$ cat src/rtl/hart_mem_pkg.sv
// Shared types for the hart instruction/data memory arbiter.
// Optional round-robin arbitration is enabled with HART_MEM_ARB_RR_EN.
package hart_mem_pkg;

  typedef enum logic [1:0] {
    IDLE  = 2'd0,
    IBUSY = 2'd1,
    DBUSY = 2'd2
  } arb_state_t;

  typedef enum logic {
    SEL_IMEM = 1'b0,
    SEL_DMEM = 1'b1
  } port_sel_t;

  localparam int WMASK_W = 4;

endpackage

$ cat src/rtl/hart_mem_arb_pick.sv
// Grant selection between the fetch and load/store ports.
// HART_MEM_ARB_RR_EN selects round-robin; otherwise dmem has fixed priority.
module hart_mem_arb_pick
  import hart_mem_pkg::*;
(
  input  logic      imem_req,
  input  logic      dmem_req,
  input  port_sel_t last_grant,
  output logic      grant_valid,
  output port_sel_t grant_sel
);

  assign grant_valid = imem_req | dmem_req;

  always_comb begin
    grant_sel = SEL_IMEM;
    if (imem_req && dmem_req) begin
`ifdef HART_MEM_ARB_RR_EN
      // Contested cycle: the port served least recently goes first.
      grant_sel = (last_grant == SEL_IMEM) ? SEL_DMEM : SEL_IMEM;
`else
      // The data access belongs to the older instruction in the pipeline.
      grant_sel = SEL_DMEM;
`endif
    end else if (dmem_req) begin
      grant_sel = SEL_DMEM;
    end
  end

`ifndef HART_MEM_ARB_RR_EN
  logic unused_last_grant;
  assign unused_last_grant = last_grant;
`endif

endmodule

$ cat src/rtl/hart_mem_arbiter.sv
// Shares one single-port memory between the hart imem and dmem ports, one access in flight.
// Build option HART_MEM_ARB_RR_EN: round-robin grant on simultaneous requests.
module hart_mem_arbiter
  import hart_mem_pkg::*;
#(
  parameter int ADDR_W = 32,
  parameter int DATA_W = 32
) (
  input  logic               clk,
  input  logic               rst_n,
  input  logic               imem_req,
  input  logic [ADDR_W-1:0]  imem_addr,
  output logic [DATA_W-1:0]  imem_data,
  output logic               imem_stall,
  input  logic               dmem_req,
  input  logic [ADDR_W-1:0]  dmem_addr,
  input  logic [WMASK_W-1:0] dmem_wmask,
  input  logic [DATA_W-1:0]  dmem_wdata,
  output logic [DATA_W-1:0]  dmem_rdata,
  output logic               dmem_stall,
  output logic               mem_valid,
  output logic [ADDR_W-1:0]  mem_addr,
  output logic [WMASK_W-1:0] mem_wmask,
  output logic [DATA_W-1:0]  mem_wdata,
  input  logic               mem_ready,
  input  logic [DATA_W-1:0]  mem_rdata,
  output arb_state_t         dbg_state
);

  // Memory handshake: mem_valid rises the cycle after a grant and holds with
  // stable addr/wmask/wdata until the cycle mem_ready=1, which completes the
  // access; the hart ports see stall=0 exactly in that completion cycle.

  arb_state_t state_q;
  arb_state_t state_d;
  port_sel_t  last_grant;
  logic       grant_valid;
  port_sel_t  grant_sel;
  logic       load;

  hart_mem_arb_pick u_pick (
    .imem_req    (imem_req),
    .dmem_req    (dmem_req),
    .last_grant  (last_grant),
    .grant_valid (grant_valid),
    .grant_sel   (grant_sel)
  );

  always_comb begin
    state_d = state_q;
    load    = 1'b0;
    unique case (state_q)
      IDLE: begin
        if (grant_valid) begin
          load    = 1'b1;
          state_d = (grant_sel == SEL_DMEM) ? DBUSY : IBUSY;
        end
      end
      IBUSY, DBUSY: begin
        // Always return through IDLE so the loser is re-arbitrated there.
        if (mem_ready) begin
          state_d = IDLE;
        end
      end
      default: state_d = IDLE;
    endcase
  end

  always_ff @(posedge clk or negedge rst_n) begin
    if (!rst_n) begin
      state_q   <= IDLE;
      mem_addr  <= '0;
      mem_wmask <= '0;
      mem_wdata <= '0;
    end else begin
      state_q <= state_d;
      if (load) begin
        if (grant_sel == SEL_DMEM) begin
          mem_addr  <= {dmem_addr[ADDR_W-1:2], 2'b00};
          mem_wmask <= dmem_wmask;
          mem_wdata <= dmem_wdata;
        end else begin
          mem_addr  <= {imem_addr[ADDR_W-1:2], 2'b00};
          mem_wmask <= '0;
          mem_wdata <= '0;
        end
      end
    end
  end

`ifdef HART_MEM_ARB_RR_EN
  always_ff @(posedge clk or negedge rst_n) begin
    if (!rst_n) begin
      last_grant <= SEL_IMEM;
    end else if ((state_q != IDLE) && mem_ready) begin
      last_grant <= (state_q == DBUSY) ? SEL_DMEM : SEL_IMEM;
    end
  end
`else
  assign last_grant = SEL_IMEM;
`endif

  assign mem_valid  = (state_q != IDLE);
  assign imem_stall = imem_req & ~((state_q == IBUSY) & mem_ready);
  assign dmem_stall = dmem_req & ~((state_q == DBUSY) & mem_ready);
  assign imem_data  = mem_rdata;
  assign dmem_rdata = mem_rdata;
  assign dbg_state  = state_q;

  // Byte offsets are dropped: the memory is word addressed.
  logic unused_addr_lsb;
  assign unused_addr_lsb = ^{imem_addr[1:0], dmem_addr[1:0]};

  // A port must keep its request up while its own access is in flight.
  a_imem_hold : assert property (@(posedge clk) disable iff (!rst_n)
                                 (state_q == IBUSY) |-> imem_req);
  a_dmem_hold : assert property (@(posedge clk) disable iff (!rst_n)
                                 (state_q == DBUSY) |-> dmem_req);

endmodule

$ cat config.mk
export PLATFORM = sky130hd
export DESIGN_NAME = hart_mem_arbiter
export DESIGN_NICKNAME = d
export VERILOG_FILES = /design/src/rtl/hart_mem_pkg.sv /design/src/rtl/hart_mem_arb_pick.sv /design/src/rtl/hart_mem_arbiter.sv
export SDC_FILE = /design/constraint.sdc
export NUM_CORES = 1
export LEC_CHECK = 0
export CORE_AREA = 2 2 107 109
export DETAILED_ROUTE_END_ITERATION = 10
export DIE_AREA = 0 0 109 111
export PLACE_DENSITY = 0.77
export SETUP_SLACK_MARGIN = 0.1
export SLEW_MARGIN = 30
export SYNTH_ARGS = -nofsm -noshare
export SYNTH_HDL_FRONTEND = slang
export SYNTH_SLANG_ARGS = --single-unit
$ cat constraint.sdc
create_clock -name clk -period 2.09 [get_ports clk]
set_input_delay 0.418 -clock clk [delete_from_list [all_inputs] [get_ports clk]]
set_output_delay 0.418 -clock clk [all_outputs]
set_load 0.05 [all_outputs]
### After elaboration in Yosys (flattened, before gate mapping)

Index checks and enable logic that the tools add are counted.

| storage, ports and cells | value |
|---|---|
| register bits | 70 |
| bits of input ports | 137 |
| output and inout port bits | 137 |
| word-level logic and storage cells | 31 |

| cells by class | value |
|---|---|
| equality and inequality tests | 4 |
| multiplexer cells | 11 |
| bitwise operators | 7 |
| reduce and logical (&&, ||, !) cells | 5 |

Operator list:

| cell | number |
|---|---|
| 2-to-1 mux 32 bit | 2 |
| 2-to-1 mux 2 bit | 3 |
| AND 1 bit | 4 |
| 2-to-1 mux 1 bit | 4 |
| 2-to-1 mux 4 bit | 1 |
| != test 2 bit, second input constant | 2 |
| case mux 2 bit (2 select lines) | 1 |
| == test 2 x 1 -> 1 bit, second input constant | 1 |
| == test 2 bit, second input constant | 1 |
| zero test 2 bit | 1 |
| NOT 1 bit | 2 |
| AND reduction 2 bit | 1 |
| nonzero test 2 bit | 1 |
| OR reduction 2 bit | 1 |
| logical AND 1 bit | 1 |
| OR 1 bit | 1 |

### Longest topological paths before layout

Gate-level depths: netlist of the first run.

| depth | value |
|---|---|
| word-level depth | 5 |
| mapped depth | 7 |
| mapped depth without buffers | 5 |

### Cells and area by module

A second synthesis of the first run with hierarchy kept.

| second synthesis, totals | value |
|---|---|
| cell total of the unflattened synthesis | 375 |
| area, all modules | 3484.6 sq um |

Modules (own cells, without submodules):

| module | instances | cells each | area an instance (sq um) | sequential area each (sq um) |
|---|---|---|---|---|
| hart_mem_arbiter | 1 | 373 | 3474.6 | 1701.6 |
| hart_mem_arb_pick | 1 | 2 | 10.0 | 0.0 |

### Worst setup path before layout of the first run

OpenSTA, ideal clock, no wires.

| timing | value |
|---|---|
| path kind | reg-to-output |
| start | reg state_q[0], in the netlist dbg_state[0] |
| end | out dmem_stall |
| arrival | 2146 ps |
| required time | 1672 ps |
| path slack | -474 ps |
| cell stages (with the launch flop) | 4 |
| path buffers | 0 |
| path through | dfrtp_1 inv_1 ha_1 a21boi_0 |

| on the way | value |
|---|---|
| word-level cells in the longest chain between the ends | 4 |

Ends and longest elaborated chain:

| item | line | source |
|---|---|---|
| start: declaration | hart_mem_arbiter.sv:34 | `arb_state_t state_q;` |
| start signal: assignment | hart_mem_arbiter.sv:76 | `state_q <= state_d;` |
| == test 2 bit | hart_mem_arbiter.sv:105 | `assign dmem_stall = dmem_req & ~((state_q == DBUSY) & mem_ready);` |
| AND 1 bit | hart_mem_arbiter.sv:105 |  |
| NOT 1 bit | hart_mem_arbiter.sv:105 |  |
| AND 1 bit | hart_mem_arbiter.sv:105 |  |
| end: declaration | hart_mem_arbiter.sv:20 | `output logic dmem_stall,` |

Every way passes these cells.

### Worst setup path in the final report of the first run

| timing | value |
|---|---|
| start | reg mem_addr[2] |
| end | out mem_addr[2] |

RTL lines:

| item | line | source |
|---|---|---|
| start: declaration | hart_mem_arbiter.sv:22 | `output logic [ADDR_W-1:0] mem_addr,` |
| start signal: assignment | hart_mem_arbiter.sv:79 | `mem_addr <= {dmem_addr[ADDR_W-1:2], 2'b00};` |
| start signal: assignment | hart_mem_arbiter.sv:83 | `mem_addr <= {imem_addr[ADDR_W-1:2], 2'b00};` |

No word-level cell between the ends.

==> Flow_metrics.wiki, run 1 <==
{| class="wikitable"
! Metric !! Value
|-
| Outcome || finished, final reports clean
|-
| Sequential standard cell area || 1700 um^2
|-
| Flip-flop and latch count after synthesis || 68
|-
| Slew Limit Headroom || between 60% and 70%
|-
| Filler cell count || 1025
|-
| Setup clock skew after layout || 0.0104 ns
|-
| Buffer type at the clock tree root || clkbuf_16
|-
| Yosys warning count || 0
|-
| Worst hold slack || 0.104 ns
|-
| Count of buffers inserted at the top-level ports || 171
|-
| Placeable core region || 11100 um^2
|-
| Clock net sink count || 68
|-
| Static leakage power || 2.24 nW
|-
| Antenna diode count || 0
|-
| Cts hold-fix bufs || 0
|-
| Die Footprint || 12100 um^2
|-
| Least-Margin Pin Slew || 0.531 ns
|-
| Total global-route track usage || 13.5%
|-
| Mean Syn Cell Area || 11.3 um^2
|-
| Top-Level Pins || 274
|-
| Hold Crit Class || in -> async
|-
| Number of distinct library cells after synthesis || 22
|-
| Floorplan die height || approximately 110 um
|-
| # rows || 39
|-
| Hold violation count in the final report || 0
|-
| Portion of the post-synthesis area used by sequential elements || 50.8%
|-
| Synthesized area || ~3400 um^2
|-
| Net count of the finished layout || approximately 540
|-
| Drc violations || 0
|-
| Number of clock buffers inserted by TritonCTS || 9
|-
| TritonCTS clock tree || yes
|-
| Worst-Skew Late Latency || ~0.33 ns
|-
| Routed length per instance || 14.7 um
|-
| Non-filler cells in the finished layout || 550
|-
| Post-detail-place hpwl || 6050 um
|-
| Synth-to-layout area growth || 50.4%
|-
| Final core area utilization || approximately 46%
|-
| Placed cell count || around 530
|-
| Type of origin of the critical path || flop
|-
| Family with the most delay on the worst path || buffers and inverters
|-
| Async SR Flop Fraction || 100%
|-
| Final critical-path required period || 1.93 ns
|-
| Slowest stage cell on the critical path || clkdlybuf4s50_1
|-
| Remaining antenna violation count after routing || 0
|-
| Post-CTS setup buffers || 0
|-
| First-pass GRT wire length || 12800 um
|-
| First-pass detailed-route iteration total || 4
|-
| Die extent in x || around 110 um
|-
| Start-to-end type of the worst setup path || reg -> out
|-
| Initial DRC count || 97
|-
| Cells traversed along the worst timing path || clkdlybuf4s50_1
|-
| Kind of end point of the critical path || output port
|-
| Worst vdd rail ir drop || between 0.6 and 0.7 mV
|-
| Number of cells produced by synthesis || 297
|-
| Total negative slack || 0 ns
|-
| Unrepaired setup endpoints after global routing || false
|-
| Share of cells above drive strength 1 || 7.37%
|-
| Initial antenna violation count || 0
|-
| Buffers and inverters on the worst path || 1
|-
| Peak per-stage delay on the critical path || slightly above 0.8 ns
|-
| Required time reported for the critical path endpoint || between 1.5 and 2 ns
|-
| Vias per cell || 4.42
|-
| Maximum fanout encountered on the critical timing path || 2
|-
| PD cells || 1730 nW/um^2
|-
| Number of setup violations in the final report || 0
|-
| Top post-synthesis cells by area || dfrtp_1 51%, buf_4 15%, a22o_1 9.4%
|-
| Detailed-route via count || 2433
|-
| Flip-flop cell with the highest count after synthesis || dfrtp_1
|-
| Share of Yosys cell area claimed by the top area cell type || roughly half
|-
| Pins Over Slew Limit || 0
|-
| Max H-tree Level || 3
|-
| Largest net degree at the start of global routing || 53
|-
| Arrival @ worst endpoint || roughly 1.5 ns
|-
| Starting density of the core || 30.2%
|-
| Number of enable flip-flop cells after synthesis || 0
|-
| Global route overflow || 0
|-
| Area taken by multi-input logic gates || 1020 um^2
|-
| Maximum clock rate || 517 MHz
|-
| Reg clk slew, reported paths || 0.06 ns
|-
| Weighted congestion at the end of routability-driven global placement || approximately 0.72
|-
| Via count of the first global-routing pass || 2544
|-
| Largest area contributor in the synthesized netlist || dfrtp_1
|-
| Bufs on Longest Clock Path || 2
|-
| Final clock period utilization by the worst path || 92.5%
|-
| Max-cap violation count || 0
|-
| Total Routed Length || 8100 um
|}
==> synthesized netlist by cell type, types with 2 or more instances <==
master	number
o21ai_0	8
a21boi_0	2
mux2i_1	30
buf_4	68
inv_1	3
buf_6	5
o21ai_1	22
nand2_1	30
ha_1	4
clkbuf_2	3
dfrtp_1	68
buf_2	8
a22o_1	36
nand2b_1	2
==> metrics by stage <==
| step | worst slack (ns) | cell area [um^2] | power (W) |
|---|---|---|---|
| detailed placement | 0.316 | 4710 | 0.00713 |
| global route | 0.119 | 5040 | 0.00914 |
| finish | 0.157 | 5040 | 0.00873 |
| floorplan | -0.0879 | 3360 | 0.00577 |
| CTS | 0.102 | 5040 | 0.00882 |
| global placement | 0.318 | 4710 | 0.00705 |
==> cells by family (layout without fill, tap and decap cells) <==
kind of cell | Yosys count | count (layout) | share of synthesized area [%]
buffers and inverters | 87 | 196 | 18.9
AO/OA/AOI/OAI | 73 | 73 | 15.6
flip-flops | 68 | 68 | 50.8
AND/OR/NAND/NOR | 34 | 34 | 4.18
multiplexers | 30 | 30 | 8.96
adder cells (fa/ha/maj) | 4 | 4 | 1.49
other | 1 | 2 | 0.112
==> state kept, by name, indices dropped and copies added, names as in the netlist <==
register   count
mem_wmask      4
mem_addr      30
mem_wdata     32
dbg_state      2
==> layer usage <==
metal / global-route usage [%] / share of wire [%]
met1: 15.3 / 39
met2: 22.6 / 50
met3: 4.17 / 8.1
met4: 6.92 / 3.2
met5: 0 / 0
==> cells in the final DEF, fill, tap and decap left out, types with 2 or more instances in the layout <==
master           count
bufinv_16            2
mux2i_1             30
ha_1                 4
inv_6                2
clkbuf_16            9
buf_2                2
clkdlybuf4s50_1    164
buf_4                5
o21ai_0              8
dfrtp_1             68
o21ai_1             22
conb_1               2
a22o_1              36
nand2_1             30
inv_1                3
nand2b_1             2
buf_12               5
==> power by group <==
part	internal (W)	total, W	switching [W]
Combinational	0.00170	0.00485	0.00316
Sequential	0.00191	0.00223	0.000315
Clock	0.00105	0.00165	0.000595
Total	0.00466	0.00873	0.00407
==> worst paths after layout <==
path                         startpoint             to  slack, ns  cells past startpoint
hold / removal                    rst_n   mem_wdata[2]       0.10                      2
hold reg to reg            mem_addr[21]   mem_addr[21]       0.48                      2
max in group asynchronous         rst_n   mem_addr[31]       1.59                      2
setup reg to reg           dbg_state[0]  mem_wdata[16]       0.49                      5
setup / recovery            mem_addr[2]    mem_addr[2]       0.16                      1
min in group clk           mem_addr[21]   mem_addr[21]       0.48                      2
==> repair_timing <==
item | 4_1_cts | 5_1_grt
setup endpoints to repair | 0 | 1
hold endpoints to repair | 0 | 0
gates resized for setup | 0 | 1
==> area by class of cell <==
cell class / count / area share, %
timing repair buffer: 177 / 35.7
sequential: 68 / 33.8
multi-input combinational: 143 / 20.3
clock buffer: 9 / 4.47
tap: 143 / 3.55
clock inverter: 7 / 1.96
inverter: 3 / 0.223
Note: power is estimated with default switching activity, not from simulation.
==> inputs of run 2 (changes only) <==
GPL_TIMING_DRIVEN = 0   (was not set)
==> Flow_metrics.wiki, run 2 (synthesized netlist as in run 1, its figures left out) <==
{| class="wikitable"
! Metric !! Value
|-
| Peak per-stage delay on the critical path || 0.84 ns
|-
| Final critical-path required period || ~1.9 ns
|-
| Hold Crit Class || in -> async
|-
| TritonCTS clock tree || yes
|-
| Final WS setup || 0.165 ns
|-
| Antenna diode count || 0
|-
| PD cells || 1480 nW/um^2
|-
| Buffers and inverters on the worst path || 1
|-
| Initial DRC count || 87
|-
| Arrival @ worst endpoint || 1.51 ns
|-
| Filler cell count || 964
|-
| Die extent in x || 109 um
|-
| Kind of end point of the critical path || output port
|-
| Slowest stage cell on the critical path || clkdlybuf4s50_1
|-
| Max H-tree Level || 3
|-
| Largest net degree at the start of global routing || 36
|-
| Placeable core region || 11100 um^2
|-
| Total power || around 0.009 W
|-
| Global route overflow || 0
|-
| Maximum clock rate || between 500 and 600 MHz
|-
| Required time reported for the critical path endpoint || ~1.7 ns
|-
| Unrepaired setup endpoints after global routing || false
|-
| Most flops, register || mem_wdata
|-
| Net count of the finished layout || 685
|-
| Number of clock buffers inserted by TritonCTS || 9
|-
| R2R Setup Slk || 0.44 ns
|-
| Routed length per instance || 14.5 um
|-
| Top library cells by usage in the layout, fill and taps aside || 227 x clkdlybuf4s50_1, 69 x buf_4, 68 x dfrtp_1
|-
| Registers with the highest flip-flop counts || mem_wdata (32), mem_addr (30), mem_wmask (4)
|-
| Clock net sink count || 68
|-
| Remaining antenna violation count after routing || 0
|-
| Drc violations || 0
|-
| Worst vdd rail ir drop || a little over 0.8 mV
|-
| Worst hold slack || 0.0465 ns
|-
| Top-Level Pins || 274
|-
| Count of buffers inserted at the top-level ports || 234
|-
| Commonest non-fill, non-tap cell in the layout || clkdlybuf4s50_1
|-
| Vias per cell || roughly 4.4
|-
| Pins Over Slew Limit || 0
|-
| First-pass detailed-route iteration total || 4
|-
| Bufs on Longest Clock Path || 2
|-
| Reg2Reg Launch Point || dbg_state[0]
|-
| Floorplan die height || 111 um
|-
| Die Footprint || around 12000 um^2
|-
| Worst Setup Slack post-DPL || -0.304 ns
|-
| Hold violation count in the final report || 0
|-
| Final clock period utilization by the worst path || 92.1%
|-
| Buffer type at the clock tree root || clkbuf_16
|-
| Starting density of the core || between 30% and 40%
|-
| Least-Margin Pin Slew || 0.561 ns
|-
| Slew Limit Headroom || between 60 and 70%
|-
| Flip-flop count of the largest register, all copies and words added || 32
|-
| Cells traversed along the worst timing path || clkdlybuf4s50_1
|-
| Post-detail-place hpwl || about 8100 um
|-
| Max-cap violation count || 0
|-
| Type of origin of the critical path || flop
|-
| Synth-to-layout area growth || 84.6%
|-
| R2R cell count || 6
|-
| Outcome || finished, final reports clean
|-
| Share of cells above drive strength 1 || between 10% and 20%
|-
| Maximum fanout encountered on the critical timing path || 2
|-
| Reg2reg end || mem_wmask[1]
|-
| Weighted congestion at the end of routability-driven global placement || 0.815
|-
| Total Routed Length || around 10000 um
|-
| Detailed-route via count || 3049
|-
| Start-to-end type of the worst setup path || reg -> out
|-
| Via count of the first global-routing pass || 3152
|-
| Static leakage power || 2.84 nW
|-
| Number of setup violations in the final report || 0
|-
| # rows || 39
|-
| Total global-route track usage || 16.3%
|-
| Family with the most delay on the worst path || buffers and inverters
|-
| Worst-Skew Late Latency || 0.32 ns
|-
| Initial antenna violation count || 0
|-
| Setup clock skew after layout || 0.00582 ns
|-
| Reg clk slew, reported paths || around 0.060 ns
|-
| First-pass GRT wire length || 15400 um
|}
run 2: layout make-up:
type	count	area (um^2)	share of cell area [%]
multi-input combinational	143	1020	16.5
buffer	84	622	10.1
inverter	3	11.3	0.182
sequential	68	1700	27.5
tap	143	179	2.89
timing repair buffer	235	2350	38.1
clock inverter	6	63.8	1.03
clock buffer	10	229	3.70
run 2: worst max path at each step:
stage / from / endpoint / slack (ns) / depth (start not counted)
finish: mem_addr[31] / mem_addr[31] / 0.17 / 1
global route: mem_addr[31] / mem_addr[31] / 0.10 / 1
CTS: dbg_state[1] / dbg_state[1] / 0.10 / 1
detailed placement: imem_req / imem_stall / -0.30 / 3
global placement: rst_n / mem_addr[19] / -1.57 / 1
floorplan: dbg_state[0] / dmem_stall / -0.09 / 3
run 2: through the flow:
step / area [um^2] / instances / utilization [%] / TNS [ns]
2_1_floorplan: 3360 / 298 / - / -0.0879
3_3_place_gp: 5880 / 675 / 53.1 / -107.16
3_5_place_dp: 5900 / 676 / 53.2 / -0.578
4_1_cts: 6190 / 692 / 55.9 / 0
5_1_grt: 6180 / 692 / 55.8 / 0
6_report: 6180 / 692 / 55.8 / 0
run 2: repair_timing:
item,in CTS,in global routing
resized for setup,10,6
setup endpoints to repair,4,4
hold buffers,0,0
buffers inserted,0,0
pin swaps,0,0
run 2: power breakdown:
part           internal [W]  switching (W)
logic               0.00192        0.00350
registers           0.00191       0.000327
clock network      0.000923       0.000561
total               0.00475        0.00439
run 2: routing by layer:
layer / GRT usage, % / part of all wire [%]
met5: 0 / 0
met1: 18.5 / 37
met3: 4.64 / 8.7
met4: 5.21 / 1.4
met2: 28.9 / 53
==> inputs of run 3 (changes only) <==
ABC_CLOCK_PERIOD_IN_PS = 2090   (was not set)
==> results of run 3 <==
No change in the layout: final DEF, timing and power equal those of run 2.
==> RTL edit 1 (settings of run 3) <==
The parameter `ADDR_W` goes from 32 to 28.
--- a/src/rtl/hart_mem_arbiter.sv
+++ b/src/rtl/hart_mem_arbiter.sv
@@ -4,5 +4,5 @@
   import hart_mem_pkg::*;
 #(
-  parameter int ADDR_W = 32,
+  parameter int ADDR_W = 28,
   parameter int DATA_W = 32
 ) (
Ports: changed (resized dmem_addr, imem_addr and mem_addr); port bits go from 274 to 262. The function was not compared with the original's and may differ.
==> RTL edit 1 against run 3 <==
- combinational power is 5.5% lower
- via count is 6.6% lower
- routed wire length shrank 3.5%
- clock skew fell by 0.0014 ns
- first-iteration DRC count decreased by 23%
- area after synthesis is 4.5% lower
- total power fell by 3.6%
- final cell count is 4.0% lower
- global-route usage down 0.23 points
- sequential cell count decreased by 4
- worst setup slack worse by 0.029 ns
- cell area down 3.5%
- critical path type is now in2out
- largest power group unchanged
- highest routed layer unchanged
==> RTL edit 1: results (changes against run 3) <==
Wire length of the first global-routing pass - 14900 um (-3.8%)
Initial DRC count - 67 (-23%)
Finished Layout Cells - 664 (-4.0%)
Post-Synthesis Cells - 279 (-6.1%)
Layout cells sized above 1 - 21.3% (+2.0 points)
Crit Path Max Fanout - 4 (+2)
IO Port Bufs - 223 (-4.7%)
Final hold slack - 0.0314 ns (-0.0152 ns)
Detail Placement HPWL - 7870 um (-2.5%)
Synth unique cells - 24 (+9.1%)
Crit path launch - imem_req
Vias in the first global route - 3016 (-4.3%)
Area contributors post-synth - dfrtp_1 50%, buf_4 17%, a22o_1 9.9%, mux2i_1 8.1%, nand2_1 3.1%
Worst slew pin tran - 0.546 ns (-0.0157 ns)
Total GRT Usage - 16.0% (-0.23 points)
Asr flop ratio synth - 100% (unchanged)
CP arrival - 1.54 ns (+0.03 ns)
Status - finished clean
Sequential area share after synthesis - 50.1% (-0.73 points)
GPL Wtd Cong - 0.706 (-13%)
Final net count - 649 (-5.3%)
CP peak stage delay - 0.56 ns (-0.28 ns)
Largest regs - mem_wdata x32, mem_addr x26, mem_wmask x4
Peak VDD IR - 0.799 mV (-1.4%)
RR Startpoint - dbg_state[0]
Clock Skew - 0.00438 ns (-0.00145 ns)
Vias - 2847 (-6.6%)
Most common library cells after synthesis - 71 x buf_4, 64 x dfrtp_1, 36 x a22o_1
Pin count of the biggest net entering global routing - 35 (-2.8%)
R2R setup slack - 0.46 ns (+0.02 ns)
Leak Pwr - 2.73 nW (-3.9%)
Fill cell count - 944 (-2.1%)
## RTL edit 1: logic make-up (layout without fill, tap and decap cells)
logic type               count (synthesis)  in the layout  share of synthesized area (%)
multiplexers                            26             26                           8.13
flip-flops                              64             64                           50.1
adder cells (fa/ha/maj)                  4              4                           1.56
buffers and inverters                   85            326                           19.9
AO/OA/AOI/OAI                           69             69                           16.3
AND/OR/NAND/NOR                         30             30                           3.91
other                                    1              2                          0.117
## RTL edit 1: what timing repair did
item	4_1_cts	5_1_grt
hold buffers	0	0
pin swaps	0	0
gates resized for setup	14	1
setup endpoints to repair	3	1
buffers inserted	1	0
## RTL edit 1: stage by stage
step / setup slack [ns] / utilization (%) / area [um^2] / power, mW
4_1_cts: 0.109 / 53.9 / 5970 / 8.92
2_1_floorplan: -0.0879 / - / 3210 / 5.46
3_3_place_gp: -1.47 / 50.7 / 5620 / 7.21
3_5_place_dp: -0.729 / 50.9 / 5640 / 7.28
5_1_grt: 0.0984 / 53.9 / 5970 / 9.26
6_report: 0.136 / 53.9 / 5970 / 8.81
## RTL edit 1: cell type report
cell class                      count  area [um^2]  share of cell area (%)
Buffer                             82          631                    10.6
Clock buffer                       10          239                    4.00
Clock inverter                      6         82.6                    1.38
Inverter                            3         11.3                   0.189
Multi-Input combinational cell    131          967                    16.2
Sequential cell                    64         1600                    26.8
Tap cell                          143          179                    3.00
Timing Repair Buffer              225         2260                    37.8
## RTL edit 1: per-layer routing
metal / part of all wire, % / global-route usage (%)
met3: 10 / 5.88
met5: 0 / 0
met1: 39 / 18.5
met4: 0.72 / 4.36
met2: 50 / 27.7
## RTL edit 1: where the power goes
part	internal (mW)	switching, mW	total [mW]
sequential	1.80	0.305	2.10
combinational	1.83	3.28	5.11
clock	1.07	0.524	1.59
==> RTL edit 2 (config.mk and constraints of run 3) <==
Made on the original files. Put one more register stage on the output `dbg_state`, without a reset. The value now appears one clock later. The other outputs are not delayed to match.
--- a/src/rtl/hart_mem_arbiter.sv
+++ b/src/rtl/hart_mem_arbiter.sv
@@ -106,5 +106,7 @@
   assign imem_data  = mem_rdata;
   assign dmem_rdata = mem_rdata;
-  assign dbg_state  = state_q;
+  always_ff @(posedge clk) begin
+    dbg_state <= state_q;
+  end
 
   // Byte offsets are dropped: the memory is word addressed.
Behaviour: not the same (a bounded check fails within 4 cycles, from zero or initial values and one cycle with rst_n low).
==> RTL edit 2 against run 3 <==
- worst setup slack got worse by 0.030 ns
- final cell count increased by 0.29%
- routed wire length is 0.13% lower
- total power is 2.2% higher
- first-iteration DRC count decreased by 5.7%
- sequential cell count is 2 higher
- area after synthesis rose by 1.2%
- sequential share of layout area rose by 0.37 points
- via count rose by 1.4%
- largest power group unchanged
- cell area up 1.0%
==> RTL edit 2: results (changes against run 3) <==
Clock root cell - clkbuf_16
Wire length of the first global-routing pass - 15800 um (+2.2%)
CP peak stage delay - 0.56 ns (-0.28 ns)
Htree depth - 3 (unchanged)
Via density - 4.46 (+1.1%)
Synth unique cells - 23 (+4.5%)
Switching power - 4.36 mW (-0.59%)
Asr flop ratio synth - 97.1% (-2.9 points)
Clock Skew - 0.00356 ns (-0.00227 ns)
Pin count of the biggest net entering global routing - 43 (+19%)
Antenna cells - 0 (unchanged)
Total GRT Usage - 16.6% (+0.37 points)
Worst slew pin tran - 0.543 ns (-0.0185 ns)
WL per Instance - 14.5 um (-0.42%)
Met3 usage - 5.58% (+0.94 points)
Leak Pwr - 2.84 nW (about the same)
Initial DRC count - 82 (-5.7%)
Status - finished clean
Crit Path Max Fanout - 4 (+2)
Area of placed instances - 5930 um^2 (+0.62%)
Clk buf depth - 2 (unchanged)
Max_cap viols - 0 (unchanged)
Layout cells sized above 1 - 18.7% (-0.61 points)
GPL Wtd Cong - 0.737 (-9.6%)
Final net count - 687 (+0.29%)
Detail Placement HPWL - 8220 um (+1.8%)
Sequential area share after synthesis - 51.4% (+0.58 points)
Area contributors post-synth - dfrtp_1 50%, buf_4 15%, a22o_1 9.3%, mux2i_1 8.9%, nand2_1 3.3%
CP arrival - 1.54 ns (+0.03 ns)
Slowest CP cell - clkdlybuf4s50_1
Peak VDD IR - 0.805 mV (-0.69%)
Crit path max-delay family - buffers and inverters
Vias in the first global route - 3238 (+2.7%)
GRT met2 Usage - 29.5% (+0.62 points)
Met1 Use GR - 18.2% (-0.24 points)
==> RTL edit 2: changes by cell type after synthesis, sizes merged <==
| cell | run 3 | this run |
|---|---|---|
| dfxtp | 0 | 2 |
==> RTL edit 2: worst paths after layout <==
path | from | to | slack (ns) | cells after the start
worst max-delay path | imem_req | imem_stall | 0.14 | 3
worst min-delay path | rst_n | mem_addr[30] | 0.009 | 1
worst max register to register | state_q[0] | mem_wdata[5] | 0.46 | 6
worst min register to register | state_q[1] | dbg_state[1] | 0.42 | 0
max in group asynchronous | rst_n | mem_wdata[6] | 1.54 | 2
min in group clk | state_q[1] | dbg_state[1] | 0.42 | 0
==> RTL edit 2: metrics by stage <==
| step | instances | setup TNS [ns] | setup WS, ns | util (%) |
|---|---|---|---|---|
| floorplan | 300 | 0 | 0.0564 | - |
| global placement | 677 | -110.66 | -1.63 | 53.4 |
| detailed placement | 678 | -0.553 | -0.306 | 53.6 |
| CTS | 694 | 0 | 0.112 | 56.5 |
| global route | 694 | 0 | 0.0670 | 56.4 |
| finish | 694 | 0 | 0.135 | 56.4 |
==> RTL edit 2: per-layer routing <==
metal | vias up | wire [um]
li1 | 1460 | -
met1 | 1450 | 3720
met2 | 170 | 5100
met3 | 12 | 1080
met4 | 0 | 140
met5 | - | 0
==> RTL edit 2: area by class of cell <==
cell class                 count  area, um^2
clock buffer                  13         250
sequential                    70        1740
clock inverter                 3        67.6
timing repair buffer         235        2360
buffer                        84         622
tap                          143         179
inverter                       3        11.3
fill                         923        4830
multi-input combinational    143        1020
==> RTL edit 2: cell families after synthesis <==
group,after synthesis,share of synthesized area [%]
and+or+nand+nor,34,4.13
DFF,70,51.4
AOI/OAI and AO/OA,73,15.4
muxes,30,8.86
other,1,0.111
buffers and inverters,87,18.7
adders and majority gates,4,1.48
==> RTL edit 2: worst reg2reg max path, stage by stage, from the launching register on <==
cell and delay, ns:
dfrtp_1 0.38, inv_1 0.10, ha_1 0.27, and2_1 0.19, buf_4 0.17, buf_2 0.20, a22o_1 0.21
==> RTL edit 2: timing repair <==
action	in CTS	in global routing
endpoints found under the setup margin	3	2
gates resized for setup	9	3
pin swaps	0	0
cloned	0	0
==> RTL edit 2: power groups by stage <==
| stage | Sequential, mW | Combinational [mW] | Clock [mW] |
|---|---|---|---|
| 6_report | 2.30 | 5.43 | 1.61 |
| 5_1_grt | 2.37 | 5.71 | 1.72 |
| 4_1_cts | 2.31 | 5.48 | 1.65 |
| 3_5_place_dp | 2.33 | 5.47 | 0 |
| 3_3_place_gp | 2.29 | 5.42 | 0 |
| 2_1_floorplan | 4.37 | 1.46 | 0 |
